$ cat config.mk
export PLATFORM = sky130hd
export DESIGN_NAME = ctrl_bubble_stage_flat
export DESIGN_NICKNAME = d
export VERILOG_FILES = /design/src/rtl/ctrl_bubble_stage_pkg.sv /design/src/rtl/ctrl_bubble_stage_if.sv /design/src/rtl/ctrl_bubble_stage_bubble_counter.sv /design/src/rtl/ctrl_bubble_stage.sv /design/src/flat_wrapper.sv
export SDC_FILE = /design/constraint.sdc
export NUM_CORES = 1
export LEC_CHECK = 0
export BUFFER_PORTS_ARGS = -buffer_cell sky130_fd_sc_hd__buf_2
export CELL_PAD_IN_SITES_DETAIL_PLACEMENT = 1
export CELL_PAD_IN_SITES_GLOBAL_PLACEMENT = 1
export CORE_MARGIN = 3
export CORE_UTILIZATION = 29
export CTS_CLUSTER_DIAMETER = 80
export CTS_CLUSTER_SIZE = 8
export DETAILED_ROUTE_END_ITERATION = 8
export GPL_TIMING_DRIVEN = 0
export PLACE_DENSITY_LB_ADDON = 0.1
export SYNTH_ARGS = -nofsm -noshare
export SYNTH_HDL_FRONTEND = slang
export SYNTH_SLANG_ARGS = --single-unit
$ cat constraint.sdc
create_clock -name clk -period 1.45 [get_ports clk]
set_input_delay 0.0725 -clock clk [delete_from_list [all_inputs] [get_ports clk]]
set_output_delay 0.0725 -clock clk [all_outputs]
set_load 0.02 [all_outputs]
$ cat src/rtl/ctrl_bubble_stage_pkg.sv
// Shared definitions for the ID/EX control-word bubble stage.
// Holds default widths, the NOP word, the control-word field layout and the stage state encoding.
package ctrl_bubble_stage_pkg;

  localparam int          CW_W_DEF     = 12;
  localparam logic [11:0] NOP_WORD_DEF = 12'h000;
  localparam int          LEN_W_DEF    = 3;
  localparam int          CNT_W_DEF    = 16;

  // Field layout of the default 12-bit control word, MSB first.
  typedef struct packed {
    logic       shift;
    logic [3:0] alu;
    logic [1:0] size;
    logic       enable;
    logic       rw;
    logic       load;
    logic       s;
    logic       rf;
  } ctrl_word_t;

  typedef enum logic {
    ST_RUN    = 1'b0,
    ST_BUBBLE = 1'b1
  } stage_state_e;

endpackage

$ cat src/rtl/ctrl_bubble_stage_if.sv
// Bundle between the control unit / hazard logic and the ID/EX control register.
// The master side drives ID content and hazard controls; the slave side is the stage itself.
interface ctrl_bubble_stage_if
  import ctrl_bubble_stage_pkg::*;
#(
  parameter int CW_W  = CW_W_DEF,
  parameter int LEN_W = LEN_W_DEF,
  parameter int CNT_W = CNT_W_DEF
);

  logic [CW_W-1:0]  cw_i;
  logic             valid_i;
  logic             hazard_i;
  logic [LEN_W-1:0] hazard_len_i;
  logic             hold_i;
  logic             flush_i;
  logic [CW_W-1:0]  cw_o;
  logic             valid_o;
  logic             stall_o;
  logic [CNT_W-1:0] bubble_cnt_o;
  logic [CNT_W-1:0] flush_cnt_o;

  modport master (
    output cw_i, valid_i, hazard_i, hazard_len_i, hold_i, flush_i,
    input  cw_o, valid_o, stall_o, bubble_cnt_o, flush_cnt_o
  );

  modport slave (
    input  cw_i, valid_i, hazard_i, hazard_len_i, hold_i, flush_i,
    output cw_o, valid_o, stall_o, bubble_cnt_o, flush_cnt_o
  );

endinterface

$ cat src/rtl/ctrl_bubble_stage_bubble_counter.sv
// Loadable down-counter tracking how many bubbles are still owed.
// last is high when the current bubble is the final one of the request.
module bubble_counter #(
  parameter int LEN_W = 3
) (
  input  logic             clk,
  input  logic             reset,
  input  logic             load,
  input  logic [LEN_W-1:0] load_val,
  input  logic             dec,
  input  logic             clear,
  output logic             last
);

  logic [LEN_W-1:0] count_q, count_d;

  always_comb begin
    count_d = count_q;
    if (clear) begin
      count_d = '0;
    end else if (load) begin
      count_d = load_val;
    end else if (dec) begin
      count_d = count_q - LEN_W'(1);
    end
  end

  always_ff @(posedge clk) begin
    if (reset) begin
      count_q <= '0;
    end else begin
      count_q <= count_d;
    end
  end

  assign last = (count_q == LEN_W'(1));

endmodule

$ cat src/rtl/ctrl_bubble_stage.sv
// ID/EX control-word register that injects NOP bubbles on hazards and raises the upstream stall.
// Optional statistics counters are built only when CTRL_STAGE_STATS_EN is defined.
module ctrl_bubble_stage
  import ctrl_bubble_stage_pkg::*;
#(
  parameter int              CW_W     = CW_W_DEF,
  parameter logic [CW_W-1:0] NOP_WORD = CW_W'(NOP_WORD_DEF),
  parameter int              LEN_W    = LEN_W_DEF,
  parameter int              CNT_W    = CNT_W_DEF
) (
  input  logic                 clk,
  input  logic                 reset,
  ctrl_bubble_stage_if.slave   bus
);

  stage_state_e     state_q, state_d;
  logic [CW_W-1:0]  cw_q, cw_d;
  logic             valid_q, valid_d;
  logic             stall;
  logic             cnt_load, cnt_dec, cnt_clear, cnt_last;
  logic [LEN_W-1:0] cnt_load_val;

  bubble_counter #(.LEN_W(LEN_W)) u_bubble_counter (
    .clk      (clk),
    .reset    (reset),
    .load     (cnt_load),
    .load_val (cnt_load_val),
    .dec      (cnt_dec),
    .clear    (cnt_clear),
    .last     (cnt_last)
  );

  // Priority: flush > hold > pending bubbles > new hazard > pass-through.
  always_comb begin
    state_d      = state_q;
    cw_d         = cw_q;
    valid_d      = valid_q;
    stall        = 1'b0;
    cnt_load     = 1'b0;
    cnt_dec      = 1'b0;
    cnt_clear    = 1'b0;
    cnt_load_val = bus.hazard_len_i - LEN_W'(1);
    if (bus.flush_i) begin
      cw_d      = NOP_WORD;
      valid_d   = 1'b0;
      state_d   = ST_RUN;
      cnt_clear = 1'b1;
    end else if (bus.hold_i) begin
      stall = 1'b1;
    end else if (state_q == ST_BUBBLE) begin
      cw_d    = NOP_WORD;
      valid_d = 1'b0;
      stall   = 1'b1;
      cnt_dec = 1'b1;
      if (cnt_last) begin
        state_d = ST_RUN;
      end
    end else if (bus.hazard_i && bus.valid_i) begin
      cw_d    = NOP_WORD;
      valid_d = 1'b0;
      stall   = 1'b1;
      if (bus.hazard_len_i > LEN_W'(1)) begin
        state_d  = ST_BUBBLE;
        cnt_load = 1'b1;
      end
    end else begin
      cw_d    = bus.cw_i;
      valid_d = bus.valid_i;
    end
  end

  always_ff @(posedge clk) begin
    if (reset) begin
      state_q <= ST_RUN;
      cw_q    <= NOP_WORD;
      valid_q <= 1'b0;
    end else begin
      state_q <= state_d;
      cw_q    <= cw_d;
      valid_q <= valid_d;
    end
  end

  assign bus.cw_o    = cw_q;
  assign bus.valid_o = valid_q;
  assign bus.stall_o = stall && !reset;

`ifdef CTRL_STAGE_STATS_EN
  logic [CNT_W-1:0] bubble_cnt_q, bubble_cnt_d;
  logic [CNT_W-1:0] flush_cnt_q, flush_cnt_d;
  logic             nop_ins;

  // Outside hold, a stall always means a hazard NOP is being loaded this edge.
  assign nop_ins = stall && !bus.hold_i;

  always_comb begin
    bubble_cnt_d = bubble_cnt_q;
    flush_cnt_d  = flush_cnt_q;
    if (nop_ins && (bubble_cnt_q != '1)) begin
      bubble_cnt_d = bubble_cnt_q + CNT_W'(1);
    end
    if (bus.flush_i && (flush_cnt_q != '1)) begin
      flush_cnt_d = flush_cnt_q + CNT_W'(1);
    end
  end

  always_ff @(posedge clk) begin
    if (reset) begin
      bubble_cnt_q <= '0;
      flush_cnt_q  <= '0;
    end else begin
      bubble_cnt_q <= bubble_cnt_d;
      flush_cnt_q  <= flush_cnt_d;
    end
  end

  assign bus.bubble_cnt_o = bubble_cnt_q;
  assign bus.flush_cnt_o  = flush_cnt_q;
`else
  assign bus.bubble_cnt_o = '0;
  assign bus.flush_cnt_o  = '0;
`endif

endmodule

$ cat src/flat_wrapper.sv
// flat-port wrapper written by rule: the top's interface ports become plain ports
module ctrl_bubble_stage_flat import ctrl_bubble_stage_pkg::*;
#(
  parameter int              CW_W     = CW_W_DEF,
  parameter logic [CW_W-1:0] NOP_WORD = CW_W'(NOP_WORD_DEF),
  parameter int              LEN_W    = LEN_W_DEF,
  parameter int              CNT_W    = CNT_W_DEF
)
  (clk, reset, bus_cw_i, bus_valid_i, bus_hazard_i, bus_hazard_len_i, bus_hold_i, bus_flush_i, bus_cw_o, bus_valid_o, bus_stall_o, bus_bubble_cnt_o, bus_flush_cnt_o);
  ctrl_bubble_stage_if #(.CW_W(CW_W), .LEN_W(LEN_W), .CNT_W(CNT_W)) bus_i ();
  input  logic clk;
  input  logic reset;
  input wire logic [$bits(bus_i.cw_i)-1:0] bus_cw_i;
  input wire logic [$bits(bus_i.valid_i)-1:0] bus_valid_i;
  input wire logic [$bits(bus_i.hazard_i)-1:0] bus_hazard_i;
  input wire logic [$bits(bus_i.hazard_len_i)-1:0] bus_hazard_len_i;
  input wire logic [$bits(bus_i.hold_i)-1:0] bus_hold_i;
  input wire logic [$bits(bus_i.flush_i)-1:0] bus_flush_i;
  output wire logic [$bits(bus_i.cw_o)-1:0] bus_cw_o;
  output wire logic [$bits(bus_i.valid_o)-1:0] bus_valid_o;
  output wire logic [$bits(bus_i.stall_o)-1:0] bus_stall_o;
  output wire logic [$bits(bus_i.bubble_cnt_o)-1:0] bus_bubble_cnt_o;
  output wire logic [$bits(bus_i.flush_cnt_o)-1:0] bus_flush_cnt_o;
  assign bus_i.cw_i = bus_cw_i;
  assign bus_i.valid_i = bus_valid_i;
  assign bus_i.hazard_i = bus_hazard_i;
  assign bus_i.hazard_len_i = bus_hazard_len_i;
  assign bus_i.hold_i = bus_hold_i;
  assign bus_i.flush_i = bus_flush_i;
  assign bus_cw_o = bus_i.cw_o;
  assign bus_valid_o = bus_i.valid_o;
  assign bus_stall_o = bus_i.stall_o;
  assign bus_bubble_cnt_o = bus_i.bubble_cnt_o;
  assign bus_flush_cnt_o = bus_i.flush_cnt_o;
  ctrl_bubble_stage #(.CW_W(CW_W), .NOP_WORD(NOP_WORD), .LEN_W(LEN_W), .CNT_W(CNT_W)) u_core (.clk(clk), .reset(reset), .bus(bus_i));
endmodule
==> summary.md, run 1 <==
- status: completed
- combinational family with the most area after synthesis: buffers and inverters
- Tot GR Track Use: 11.6%
- startpoint of the worst hold path: bus_cw_i[8]
- Overflow after GRT: 0
- width of the die: 66.2 µm
- Clock Skew: 0.000646 ns
- standard-cell row count: 21
- Distinct cells, synth: 30
- Die Outline Area: 0.00439 mm²
- number of max-cap violations: 0
- arrival time reported for the critical path endpoint: 1.30 ns
- multiplexer fraction of the synthesized cell area: 0.951%
- Iteration-0 DRC Markers: 15
- DPL Wire Length: 2.09 mm
- post-layout minimum cycle time: 1.37 ns
- cell area power density: 725 mW/mm²
- number of placed instances with taps included: 228
- Final Total Pwr: 1.05 mW
- post-CTS clock slew at the launch and capture registers of the worst setup and hold paths: 0.11 ns
- aggregate negative setup slack: 0 ns
- number of cells on the worst hold path: 3
- CTS sink cnt: 17
- DR vias/cell: 4.04
- worst min-delay path category: in -> reg
- remaining design rule violation count: 0
- Min-Delay Endpoint: u_core.bus.cw_o[8]
- share of the synthesized area in compound gates (AO/OA/AOI/OAI): 17.5%
- global-route wire length before repair: 3.86 mm
- antenna cell count: 0
- fraction of the mapped netlist area in adder cells: 4.76%
- Post-Syn Area: 0.00105 mm²
- layout-stage area growth over the synthesis result: 37.2%
- GP Congestion: 0.720
- Crit path required time: 1.38 ns
- number of enable flip-flop cells after synthesis: 0
- share of layout cells above drive strength 1: 42.8%
- end of the worst register-to-register path: u_core.u_bubble_counter.count_q[2]
- most frequent cells in the layout: sky130_fd_sc_hd__buf_2 (35), sky130_fd_sc_hd__buf_4 (33), sky130_fd_sc_hd__conb_1 (32), sky130_fd_sc_hd__dfxtp_1 (16), sky130_fd_sc_hd__nor2_1 (15)
- starting density of the core: 30.8%
- simple-gate portion of the synthesized area: 14.3%
- leading cell type in the layout, fill and taps excluded: sky130_fd_sc_hd__buf_2
- critical path capture point type: primary output
- final hold viol count: 0
- Die Y-Extent: 66.2 µm
- number of antenna violations at the first check in global routing: 0
- library cell used as clock root buffer: sky130_fd_sc_hd__clkbuf_4
- nature of the critical path startpoint: register
- IO Count: 67
- non-filler instance count after layout: 233
- TritonCTS clock tree: yes
- peak ir drop on the vdd network: 279 µV
- unrepaired setup endpoints after global routing: no
- average detailed-routed wire length per instance: 10.7 µm
- worst hold margin: 0.00776 ns
- worst setup margin: 0.0810 ns
- total of flip-flops plus latches after synthesis: 17
- core region area: 0.00342 mm²
- Slew Limit Fails: 0
- dominant register cell in the synthesized netlist: sky130_fd_sc_hd__dfxtp_1
- reg2reg start: u_core.state_q
- Clock H-tree levels: 1
- xor-xnor portion of the synthesized cell area: 0.832%
- latest clock arrival within the worst-skew pair: 0.29 ns
- buffer levels on the longest clock path: 2
- Worst Path Class, Setup: reg -> out
- Finish-stage setup viols: 0
- antenna-violating nets left: 0
- highest clock frequency the design can meet: 730 MHz
- final critical-path share of the clock period: 94.4%
- post-synthesis area per instance: 8.99 µm²
- Worst Reg2Reg Path Length in Cells: 3
- quantity of I/O buffers inserted on ports: 34
- total of warnings raised by yosys: 0
- largest net degree at the start of global routing: 11
- share of flip-flops with an asynchronous set or reset after synthesis: 0%
- number of global-route vias before repair: 893
- final wirelength: 2.48 mm
- largest fanout of any net on the critical path: 10
- Net count, final: 213
- final cell area excluding filler cells: 0.00144 mm²
- detailed-router iteration count before antenna repair: 4
- sequential cell area fraction in the yosys report: 32.3%
- total clock buffers created by CTS: 3
- worst slack at placement: 0.239 ns
- via count: 942
- Static Leakage: 0.755 nW
- Placed Area: 0.00140 mm²
- minimum setup slack among reg-to-reg paths: 0.27 ns
- final core area utilization: 42.3%
- CTS Hold Bufs: 0
- synthesized netlist cell count: 117
## how the worst max path moves through the flow
stage / startpoint / to / slack, ns / cells past startpoint
after floorplan: u_core.state_q / u_core.u_bubble_counter.count_q[2] / 0.38 / 3
after global placement: u_core.state_q / bus_stall_o / 0.24 / 4
after detailed placement: u_core.state_q / u_core.u_bubble_counter.count_q[2] / 0.24 / 3
after CTS: u_core.state_q / bus_stall_o / 0.008 / 4
after global routing: u_core.state_q / bus_stall_o / 0.0003 / 4
final: u_core.state_q / bus_stall_o / 0.08 / 4
## timing repair
item / 4_1_cts / 5_1_grt
resized for setup: 2 / 1
pin swaps: 1 / 0
cloned: 0 / 0
setup endpoints to repair: 1 / 1
setup buffers: 1 / 0
## cells by family after synthesis
logic type | after synthesis
compound gates | 24
fa+ha+maj | 4
simple gates | 25
flops | 17
mux | 1
other cells | 1
buf+inv | 44
xor+xnor | 1
## worst max-delay path: stages, from the launching register on
cell,delay (ns)
sky130_fd_sc_hd__dfxtp_2,0.39
sky130_fd_sc_hd__a211oi_4,0.24
sky130_fd_sc_hd__buf_6,0.17
sky130_fd_sc_hd__nor2_1,0.05
sky130_fd_sc_hd__buf_2,0.15
## layer usage
| metal | wire length [µm] | vias to the layer above | GRT usage, % | share of wire [%] |
|---|---|---|---|---|
| li1 | - | 473 | - | - |
| met1 | 891 | 436 | 11.5 | 36 |
| met2 | 1400 | 31 | 22.8 | 56 |
| met3 | 177 | 2 | 3.40 | 7.1 |
| met4 | 12 | 0 | 3.05 | 0.48 |
| met5 | 0 | - | 0 | 0 |
## where the power goes
part           leakage (nW)  total, mW  internal [mW]  switching (mW)
sequential            0.138      0.486          0.479         0.00732
combinational         0.599      0.298          0.128           0.170
clock                0.0177      0.262          0.103           0.160
## flip-flops by register name, indices dropped and copies added, names as in the netlist
signal                           count
u_core.bus.cw_o                     12
u_core.bus.valid_o                   1
u_core.state_q                       1
u_core.u_bubble_counter.count_q      3
## synthesized netlist by cell type (all sizes together), types with 2 or more instances
cell type	instances	area share (%)
buf	36	26
nor2	15	5.4
dfxtp	17	32
inv	7	2.5
a21oi	2	0.95
a22oi	12	8.6
ha	4	4.8
o211ai	2	1.4
a211oi	4	3.8
## area by class of cell
type	count	area, µm²
clock inverters	1	5.00
well taps	46	57.6
fillers	452	1970
multi-input cells	87	531
repair buffers	35	178
clock buffers	3	22.5
flip-flops and latches	17	342
inverters	7	26.3
plain buffers	37	283
Note: power is estimated with default switching activity, not from simulation.
==> inputs of run 2 (changes only) <==
--- a/config.mk
+++ b/config.mk
@@ -8,6 +8,7 @@
 export BUFFER_PORTS_ARGS = -buffer_cell sky130_fd_sc_hd__buf_2
 export CELL_PAD_IN_SITES_DETAIL_PLACEMENT = 1
 export CELL_PAD_IN_SITES_GLOBAL_PLACEMENT = 1
+export CORE_ASPECT_RATIO = 1.5
 export CORE_MARGIN = 3
 export CORE_UTILIZATION = 29
 export CTS_CLUSTER_DIAMETER = 80
==> summary.md, run 2 (synthesis gave the netlist of run 1 again) <==
- status: completed, unchanged
- cell area power density: 772 mW/mm², was 725 mW/mm²
- quantity of I/O buffers inserted on ports: 34, unchanged
- post-layout minimum cycle time: 1.33 ns, was 1.37 ns
- Finish-stage setup viols: 0, unchanged
- Slew Limit Fails: 0, unchanged
- reg2reg start: u_core.state_q, unchanged
- minimum setup slack among reg-to-reg paths: 0.29 ns, was 0.27 ns
- via count: 934, was 942
- Min-Delay Endpoint: u_core.bus.cw_o[1], was u_core.bus.cw_o[8]
- Crit path required time: 1.38 ns, about the same
- global-route wire length before repair: 3.95 mm, was 3.86 mm
- leading cell type in the layout, fill and taps excluded: sky130_fd_sc_hd__buf_2, unchanged
- number of cells on the worst hold path: 3, unchanged
- post-CTS clock slew at the launch and capture registers of the worst setup and hold paths: 0.07 ns, was 0.11 ns
- final hold viol count: 0, unchanged
- slowest stage delay, CP: 0.37 ns, was 0.39 ns
- max reg flops: 12, unchanged
- unrepaired setup endpoints after global routing: no, unchanged
- largest net degree at the start of global routing: 11, unchanged
- final wirelength: 2.50 mm, was 2.48 mm
- most frequent cells in the layout: sky130_fd_sc_hd__buf_2 (35), sky130_fd_sc_hd__buf_4 (34), sky130_fd_sc_hd__conb_1 (32), sky130_fd_sc_hd__dfxtp_1 (16), sky130_fd_sc_hd__nor2_1 (15), was sky130_fd_sc_hd__buf_2 (35), sky130_fd_sc_hd__buf_4 (33), sky130_fd_sc_hd__conb_1 (32), sky130_fd_sc_hd__dfxtp_1 (16), sky130_fd_sc_hd__nor2_1 (15)
- detailed-router iteration count before antenna repair: 2, was 4
- Die Y-Extent: 79.8 µm, was 66.2 µm
- standard-cell row count: 26, was 21
- number of max-cap violations: 0, unchanged
- critical path, cell by cell: a211oi_4 > buf_4 > nor2_1 > buf_2, was a211oi_4 > buf_6 > nor2_1 > buf_2
- highest clock frequency the design can meet: 750 MHz, was 730 MHz
- layout-stage area growth over the synthesis result: 38.2%, was 37.2%
- Clock Skew: 0.00463 ns, was 0.000646 ns
- antenna-violating nets left: 0, unchanged
- aggregate negative setup slack: 0 ns, unchanged
- critical path capture point type: primary output, unchanged
- largest fanout of any net on the critical path: 10, unchanged
- DR vias/cell: 4.08, was 4.04
- worst min-delay path category: in -> reg, unchanged
- Worst Path Class, Setup: reg -> out, unchanged
- Overflow after GRT: 0, unchanged
- Tot GR Track Use: 12.1%, was 11.6%
- latest clock arrival within the worst-skew pair: 0.24 ns, was 0.29 ns
- remaining design rule violation count: 0, unchanged
- end of the worst register-to-register path: u_core.u_bubble_counter.count_q[2], unchanged
- average detailed-routed wire length per instance: 10.9 µm, was 10.7 µm
- non-filler instance count after layout: 229, was 233
- arrival time reported for the critical path endpoint: 1.26 ns, was 1.30 ns
- number of fillers in the final layout: 459, was 452
- nature of the critical path startpoint: register, unchanged
- CTS sink cnt: 17, unchanged
- startpoint of the worst hold path: bus_cw_i[1], was bus_cw_i[8]
- IO Count: 67, unchanged
- multi-input logic area: 531 µm², unchanged
- core region area: 0.00345 mm², was 0.00342 mm²
- share of layout cells above drive strength 1: 42.8%, unchanged
- starting density of the core: 30.5%, was 30.8%
- antenna cell count: 0, unchanged
- peak ir drop on the vdd network: 398 µV, was 279 µV
- Worst Reg2Reg Path Length in Cells: 3, unchanged
- Iteration-0 DRC Markers: 15, unchanged
- width of the die: 55.2 µm, was 66.2 µm
- buffer levels on the longest clock path: 2, unchanged
- DPL Wire Length: 2.19 mm, was 2.09 mm
- sequential standard cell area: 342 µm², unchanged
- Clock H-tree levels: 1, unchanged
- CTS Hold Bufs: 0, unchanged
- number of global-route vias before repair: 907, was 893
- TritonCTS clock tree: yes, unchanged
- cell at the slowest stage of the critical path: sky130_fd_sc_hd__dfxtp_2, unchanged
- GP Congestion: 0.653, was 0.720
- Static Leakage: 0.761 nW, was 0.755 nW
- total clock buffers created by CTS: 3, unchanged
- library cell used as clock root buffer: sky130_fd_sc_hd__clkbuf_8, was sky130_fd_sc_hd__clkbuf_4
- Die Outline Area: 0.00440 mm², was 0.00439 mm²
- final critical-path share of the clock period: 91.9%, was 94.4%
- number of antenna violations at the first check in global routing: 0, unchanged
- Net count, final: 213, unchanged
- number of placed instances with taps included: 224, was 228
==> run 2: cell counts in the layout (fill, tap and decap cells not counted) <==
No cell type changed its count.
==> run 2: repair_timing <==
action	CTS	global route
buffers inserted	1	0
resized for setup	1	1
endpoints found under the hold margin	0	0
pin swaps	1	0
endpoints found under the setup margin	1	1
==> run 2: final cells by class <==
class                   count  share of cell area, %
plain buffers              37                   19.2
clock buffers               3                   2.84
clock inverters             1                  0.344
inverters                   7                   1.81
multi-input cells          87                   36.5
flip-flops and latches     17                   23.5
well taps                  42                   3.61
repair buffers             35                   12.2
==> run 2: layer usage <==
metal	vias up	routed length (µm)	track usage, %
li1	474	-	-
met1	421	843	12.2
met2	33	1400	22.2
met3	6	203	2.62
met4	0	55	5.60
met5	-	0	0
==> run 2: worst max path at each step <==
stage / from / end / cells past startpoint
floorplan: u_core.state_q / u_core.u_bubble_counter.count_q[2] / 3
global placement: u_core.state_q / bus_stall_o / 4
detailed placement: u_core.state_q / bus_stall_o / 4
CTS: u_core.state_q / bus_stall_o / 4
global route: u_core.state_q / bus_stall_o / 4
finish: u_core.state_q / bus_stall_o / 4
==> run 2: worst max-delay path, delay by kind of cell (launching register included) <==
family	cells	cell delay, ns
flip-flops	1	0.37
AND/OR/NAND/NOR	1	0.06
AO/OA/AOI/OAI	1	0.23
buffers and inverters	2	0.36
==> run 2: power breakdown <==
group          switching (mW)  internal (mW)  leakage (nW)  total [mW]
registers             0.00741          0.479         0.138       0.487
clock network           0.148          0.190        0.0255       0.338
logic                   0.171          0.127         0.597       0.298
==> run 2: metrics by stage <==
step	hold WS [ns]	power (mW)	util, %	worst slack, ns	cell area, µm²
floorplan	0.217	0.721	-	0.384	1170
global placement	0.307	0.781	40.3	0.215	1390
detailed placement	0.317	0.787	40.3	0.209	1390
CTS	0.0546	1.14	42.1	0.0455	1450
global route	0.0690	1.19	42.2	0.0341	1450
finish	0.0559	1.12	42.2	0.117	1450
